==> src/rtl/npu_pkg.sv <==
// Shared NPU definitions: bias loader FSM state encodings.
package npu_pkg;

  typedef enum logic [1:0] {
    ST_IDLE = 2'd0,
    ST_LOAD = 2'd1,
    ST_FILL = 2'd2,
    ST_DONE = 2'd3
  } bl_state_e;

endpackage

==> src/rtl/onehot_dec.sv <==
// Binary lane index to one-hot write enable, gated by a write strobe.
module onehot_dec #(
  parameter int ARRAY_N = 16
) (
  input  logic [$clog2(ARRAY_N):0] index_i,
  input  logic                     strobe_i,
  output logic [ARRAY_N-1:0]       onehot_o
);

  localparam int IW = $clog2(ARRAY_N) + 1;

  // Out-of-range indices decode to no enable at all.
  always_comb begin
    onehot_o = '0;
    for (int i = 0; i < ARRAY_N; i++) begin
      onehot_o[i] = strobe_i && (index_i == IW'(i));
    end
  end

endmodule

==> src/rtl/bias_loader.sv <==
// Streams bias words into SIMD lane registers, one lane per handshake.
// Optional BIAS_LOADER_ZERO_FILL_EN adds a FILL state zeroing unloaded lanes.
module bias_loader
  import npu_pkg::*;
#(
  parameter int ARRAY_N   = 16,
  parameter int OUT_WIDTH = 32
) (
  input  logic                     clk,
  input  logic                     reset,
  input  logic                     start,
  input  logic [$clog2(ARRAY_N):0] num_bias,
  input  logic                     s_valid,
  input  logic [OUT_WIDTH-1:0]     s_data,
  output logic                     s_ready,
  output logic [$clog2(ARRAY_N):0] w_index,
  output logic [OUT_WIDTH-1:0]     w_data,
  output logic [ARRAY_N-1:0]       w_en,
  output logic                     busy,
  output logic                     done
);

  localparam int IW = $clog2(ARRAY_N) + 1;
  localparam logic [IW-1:0] LaneMax = IW'(ARRAY_N);

`ifdef BIAS_LOADER_ZERO_FILL_EN
  localparam bit ZeroFill = 1'b1;
`else
  localparam bit ZeroFill = 1'b0;
`endif

  bl_state_e            state_q, state_d;
  logic [IW-1:0]        cnt_q, cnt_d;
  logic [IW-1:0]        lane_q;
  logic [IW-1:0]        widx_q;
  logic [OUT_WIDTH-1:0] wdata_q;
  logic                 wr_q;
  logic                 s_ready_q, busy_q, done_q;
  logic                 hs;

  assign hs    = s_valid & s_ready_q;
  assign cnt_d = (num_bias > LaneMax) ? LaneMax : num_bias;

  always_comb begin
    state_d = state_q;
    case (state_q)
      ST_IDLE: begin
        if (start) begin
          if (cnt_d != '0) state_d = ST_LOAD;
          else             state_d = ZeroFill ? ST_FILL : ST_DONE;
        end
      end
      ST_LOAD: begin
        if (hs && (lane_q == cnt_q - IW'(1))) begin
          state_d = (ZeroFill && (cnt_q < LaneMax)) ? ST_FILL : ST_DONE;
        end
      end
`ifdef BIAS_LOADER_ZERO_FILL_EN
      ST_FILL: begin
        if (lane_q == IW'(ARRAY_N - 1)) state_d = ST_DONE;
      end
`endif
      ST_DONE: state_d = ST_IDLE;
      default: state_d = ST_IDLE;
    endcase
  end

  // Status outputs are registered from the next state so they line up with state_q.
  always_ff @(posedge clk) begin
    if (reset) begin
      state_q   <= ST_IDLE;
      cnt_q     <= '0;
      lane_q    <= '0;
      widx_q    <= '0;
      wdata_q   <= '0;
      wr_q      <= 1'b0;
      s_ready_q <= 1'b0;
      busy_q    <= 1'b0;
      done_q    <= 1'b0;
    end else begin
      state_q   <= state_d;
      s_ready_q <= (state_d == ST_LOAD);
      busy_q    <= (state_d != ST_IDLE);
      done_q    <= (state_d == ST_DONE);
      wr_q      <= 1'b0;
      case (state_q)
        ST_IDLE: begin
          if (start) begin
            cnt_q  <= cnt_d;
            lane_q <= '0;
          end
        end
        ST_LOAD: begin
          if (hs) begin
            wr_q    <= 1'b1;
            widx_q  <= lane_q;
            wdata_q <= s_data;
            lane_q  <= lane_q + IW'(1);
          end
        end
`ifdef BIAS_LOADER_ZERO_FILL_EN
        ST_FILL: begin
          wr_q    <= 1'b1;
          widx_q  <= lane_q;
          wdata_q <= '0;
          lane_q  <= lane_q + IW'(1);
        end
`endif
        default: ;
      endcase
    end
  end

  onehot_dec #(
    .ARRAY_N(ARRAY_N)
  ) u_dec (
    .index_i (widx_q),
    .strobe_i(wr_q),
    .onehot_o(w_en)
  );

  assign s_ready = s_ready_q;
  assign w_index = widx_q;
  assign w_data  = wdata_q;
  assign busy    = busy_q;
  assign done    = done_q;

endmodule

==> config.mk <==
export PLATFORM = sky130hd
export DESIGN_NAME = bias_loader
export DESIGN_NICKNAME = d
export VERILOG_FILES = /design/src/rtl/npu_pkg.sv /design/src/rtl/onehot_dec.sv /design/src/rtl/bias_loader.sv
export SDC_FILE = /design/constraint.sdc
export NUM_CORES = 1
export LEC_CHECK = 0
export CAP_MARGIN = 40
export CORE_MARGIN = 1.5
export CORE_UTILIZATION = 40
export CTS_CLUSTER_SIZE = 20
export DETAILED_ROUTE_END_ITERATION = 16
export GPL_ROUTABILITY_DRIVEN = 0
export PLACE_DENSITY = 0.78
export SYNTH_ARGS = -nofsm -noshare
export SYNTH_HDL_FRONTEND = slang
export SYNTH_HIERARCHICAL = 1
export SYNTH_SLANG_ARGS = --single-unit
==> constraint.sdc <==
create_clock -name clk -period 2.3 [get_ports clk]
set_input_delay 0.23 -clock clk [delete_from_list [all_inputs] [get_ports clk]]
set_output_delay 0.23 -clock clk [all_outputs]
set_load 0.1 [all_outputs]
### Word-level counts from Yosys, hierarchy flattened

Cells that the tools add are included.

* equal/unequal tests: 21
* reductions and logical operators: 26
* magnitude comparators: 1
* muxes and demuxes: 9
* bitwise gates (word level): 2
* $mul: 0
* shift-type cells: 0
* div/mod/pow operators: 0
* add/sub/neg operators: 2

Operators with widths (number)
* $eq A5 B4 Y1 const B: 8
* $eq A5 B3 Y1 const B: 4
* $logic_and A1 B1 Y1: 17
* $mux W5: 3
* $eq A5 B2 Y1 const B: 2
* $pmux W5 S2: 1
* $mux W2: 3
* $add A5 B1 Y5 const B: 1
* $eq A5 B1 Y1 const B: 1
* $eq A5 B5 Y1: 1
* $gt A5 B5 Y1 const B: 1
* $logic_not A5 Y1: 1
* $reduce_bool A5 Y1: 1
* $sub A5 B1 Y5 const B: 1
* $eq A2 B1 Y1 const B: 2
* $ne A2 B2 Y1 const B: 2
* $pmux W2 S2: 1
* $reduce_and A2 Y1: 2
* $reduce_bool A2 Y1: 2
* $reduce_and A3 Y1: 1
* $eq A2 B2 Y1 const B: 1
* $logic_not A2 Y1: 1
* $reduce_or A2 Y1: 1
* $and A1 B1 Y1: 1
* 2 further kinds: 2

* input port bits: 41
* output and inout bits: 56
* memory bits (writable): 0
* ROM bits: 0
* register bits after elaboration: 53
* latch bits: 0
* logic and storage cells: 70
* memories: 0

### Depth between registers and ports, before layout

* depth after elaboration: 7
* depth in mapped cells: 6
* mapped depth without buffers: 6

### Hierarchy

The synthesis kept the hierarchy.

Modules (own cells, without submodules)
* bias_loader: times used 1, seq. area each 1061.0 µm², cells each 241, area each 2014.4 µm²
* onehot_dec: times used 1, seq. area each 0.0 µm², cells each 23, area each 131.4 µm²

### Least setup slack after synthesis

OpenSTA, ideal clock, no wires.

* kind: register -> output
* start point: register widx_q[2], in the netlist w_index[2]
* end point: output w_en[4]
* cell stages (with the launch flop): 3
* data arrival time: 3.372 ns
* required time: 2.070 ns
* buffers on the path: 0
* path slack: -1.302 ns
* cell sequence: dfxtp_1 > nand4bb_1 > nor3_1

* word-level cells in the longest chain between the ends: 2

RTL lines
* start: declaration: RTL line bias_loader.sv:35 `logic [IW-1:0] widx_q;`
* start signal: assignment: RTL line bias_loader.sv:96 `widx_q <= lane_q;`
* $eq A5 B3 Y1: RTL line onehot_dec.sv:16 `onehot_o[i] = strobe_i && (index_i == IW'(i));`
* $logic_and A1 B1 Y1: RTL line onehot_dec.sv:16
* end: declaration: RTL line bias_loader.sv:18 `output logic [ARRAY_N-1:0] w_en,`

Every way passes these cells.

### Final worst setup path

* start point: register widx_q[3], in the netlist w_index[3]
* end point: output w_en[4]

Same word-level chain as after synthesis.

==> summary.md <==
| Metric | Value |
|---|---|
| 1st-pass router iterations | 4 |
| Fill cell count | 474 |
| Slew Viols, Final | 0 |
| TritonCTS clock tree | done |
| Avg Cell Area, Syn | 8.13 µm² |
| R2R Path Start | cnt_q[0] |
| Synth warn | 6 |
| Max Cap Violations | 0 |
| Crit path time final | 1.94 ns |
| Synth Area in Adders | 1.17% |
| CP Data Required Time | 2.07 ns |
| DP HPWL | 3790 µm |
| Bufs on Longest Clock Path | 2 |
| Max-slew headroom | 66.3% |
| Rows | 26 |
| Fraction of registers with async set/reset | 0% |
| Nets | 400 |
| Vias/cell | 4.87 |
| CTS Root Cell | clkbuf_8 |
| Hold Crit Class | in -> reg |
| Worst slack at placement | 0.451 ns |
| Min-Delay Path Depth | 3 |
| Residual DRC | 0 |
| Least-Margin Pin Slew | 0.502 ns |
| Antenna violations before repair | 0 |
| Initial core utilization | between 40% and 50% |
| Fraction of layout cells with a size suffix above 1 | 26.3% |
| Die Ht | ~76 µm |
| CP Data Arrival Time | between 1.5 and 2 ns |
| Inserted Clock Buffers | 5 |
| Multiplexer share of the synthesized area | 0% |
| Cell count after synthesis | 264 |
| Area leader, netlist | dfxtp_1 |
| Setup TNS | 0 ns |
| Sink Count | 53 |
| Final Worst Setup Slack | 0.365 ns |
| Largest net degree at the start of global routing | between 40 and 50 |
| Leakage power | 0.00124 µW |
| Die area | 0.00581 mm² |
| Die X | 76.2 µm |
| WHS Endpoint | state_q[0] |
| Synth area leaders | dfxtp_1 (49%), nand2_1 (14%), a21oi_1 (10%), nor2_1 (3.3%), nor3_1 (1.9%) |
| DRT iter0 DRCs | between 100 and 150 |
| Core area | 0.00514 mm² |
| Max FO, Critical Path | 6 |
| Crit Path Class | reg -> out |
| Pwr Total | 1740 µW |
| RSZ-0062 raised after global routing | false |
| Final period util | 84.1% |
| Worst setup EP type | primary output |
| Status | completed |
| Clock Skew | 0.00347 ns |
| Post-Synth XOR/XNOR Area | under 10% |
| Post-synthesis instance area | 0.00215 mm² |
| Post-cts sizing count | 0 |
| VDD IR max | 0.345 mV |
| Postcts setup bufs | 0 |
| Post-cts hold buffer count | 0 |
| R2R cell count | 6 |
| Worst-skew pair later-pin latency | 0.29 ns |
| Seq/Total Area, Yosys | about 50% |
| Netlist cell types | 37 |
| Reg clk slew, reported paths | 0.09 ns |
| Final Hold Vio Count | 0 |
| Area Growth Syn to Fin | 53.7% |
| Main synth FF type | dfxtp_1 |
| Reg2Reg Capture Point | state_q[1] |
| Global-route wire length before repair | 8870 µm |
| Synth Area in Compound Gates | 14.0% |
| Port bufs | 96 |
| PwrDens | 526 mW/mm² |
| Synth Area in Simple Gates | 27.9% |
| Largest family of logic cells by synthesized area | simple AND/OR/NAND/NOR gates |
| GRT Resource Usage Total | 18.3% |
| CP Launch Type | flip-flop |
| Max Clk Rate | approximately 520 MHz |
| WL/cell | between 10 and 15 µm |
| Vias | roughly 2.1k |
| Gr ovfl total | 0 |
| Post-synth top area share | between 40 and 50% |
| Post-synthesis register bit count | 53 |
| Post-synth net total | 307 |
| EDFF count, synth | 0 |
| Hold_sp | reset |
| DRT Wirelength | 5220 µm |
| Vias in the first global route | 1968 |
| Final antenna-violating net count | 0 |
| Count of final setup violators | 0 |
| # diodes | 0 |
| Ports | 97 |
| Reg2reg setup slack | 0.52 ns |
| H-tree depth | 2 |
-- sequential cells by signal, summed over array words and instances (netlist names) --
name	count
busy	1
cnt_q	5
done	1
lane_q	5
s_ready	1
state_q	2
w_data	32
w_index	5
wr_q	1
-- layer usage --
layer | share of wire, % | vias up | global-route usage [%] | wire [µm]
li1 | - | 1064 | - | -
met1 | 44 | 953 | 22.2 | 2300
met2 | 49 | 65 | 32.0 | 2570
met3 | 6.5 | 2 | 5.87 | 339
met4 | 0.27 | 0 | 3.33 | 14
met5 | 0 | - | 0 | 0
-- placed cells by master, fill, tap and decap left out, types with 2 or more instances in the layout --
master / count
xnor2_1: 4
ha_1: 2
clkbuf_8: 5
xor2_1: 4
nor3_1: 5
nor2_4: 3
nand2b_1: 2
and3_1: 2
o21a_1: 2
nand2_1: 81
buf_4: 53
nor3_4: 5
clkdlybuf4s50_1: 39
a21oi_1: 43
buf_12: 9
inv_1: 2
o2111ai_1: 2
nand4bb_1: 2
nand4b_1: 2
dfxtp_1: 48
nand3b_1: 4
dfxtp_2: 5
clkinv_2: 2
nor2_1: 7
nor2_2: 9
-- logic make-up (layout without fill, tap and decap cells) --
logic type                 count (synthesis)  in the layout
and+or+nand+nor                          129            129
DFF                                       53             53
adders and majority gates                  2              2
xor gates and xnor gates                   8              8
AOI/OAI and AO/OA                         54             54
buffers and inverters                     18            112
-- area by class of cell --
cell class	instances	area, µm²	share of cell area (%)
inverters	2	7.51	0.228
well taps	70	87.6	2.66
repair buffers	102	973	29.5
flip-flops and latches	53	1070	32.4
multi-input cells	193	1080	32.7
clock buffers	6	72.6	2.20
clock inverters	2	10.0	0.303
-- per-stage QoR --
stage | hold slack (ns) | std cells | util, % | area [µm²]
after floorplan | 0.340 | 264 | - | 2240
after global placement | 0.442 | 420 | 62.6 | 3220
after detailed placement | 0.447 | 420 | 62.6 | 3220
after CTS | 0.230 | 428 | 64.2 | 3300
after global routing | 0.259 | 428 | 64.2 | 3300
final | 0.239 | 428 | 64.2 | 3300
-- power by group --
part / internal (µW) / total (µW) / switching [µW]
registers: 937 / 952 / 14.4
clock network: 212 / 497 / 285
logic: 108 / 288 / 180
-- cells in the mapped netlist, types with 4 or more instances --
| cell type | number |
|---|---|
| a21oi_1 | 43 |
| buf_2 | 5 |
| clkbuf_1 | 7 |
| dfxtp_1 | 53 |
| nand2_1 | 81 |
| nand3b_1 | 4 |
| nor2_1 | 19 |
| nor3_1 | 8 |
| xnor2_1 | 4 |
| xor2_1 | 4 |
-- critical path: stages, from the launching register on --
cell       delay [ns]
dfxtp_2          0.35
nand4bb_1        0.51
nor3_4           0.34
buf_12           0.21
-- worst max-delay path by stage --
stage	cells past startpoint	end	slack, ns	start
after global placement	5	done	0.51	start
after CTS	3	w_en[4]	0.34	w_index[3]
after detailed placement	5	state_q[1]	0.45	start
after global routing	3	w_en[4]	0.27	w_index[3]
final	3	w_en[4]	0.36	w_index[3]
after floorplan	2	w_en[4]	0.001	w_index[2]
No activity file was read; power rests on OpenSTA's default activity.
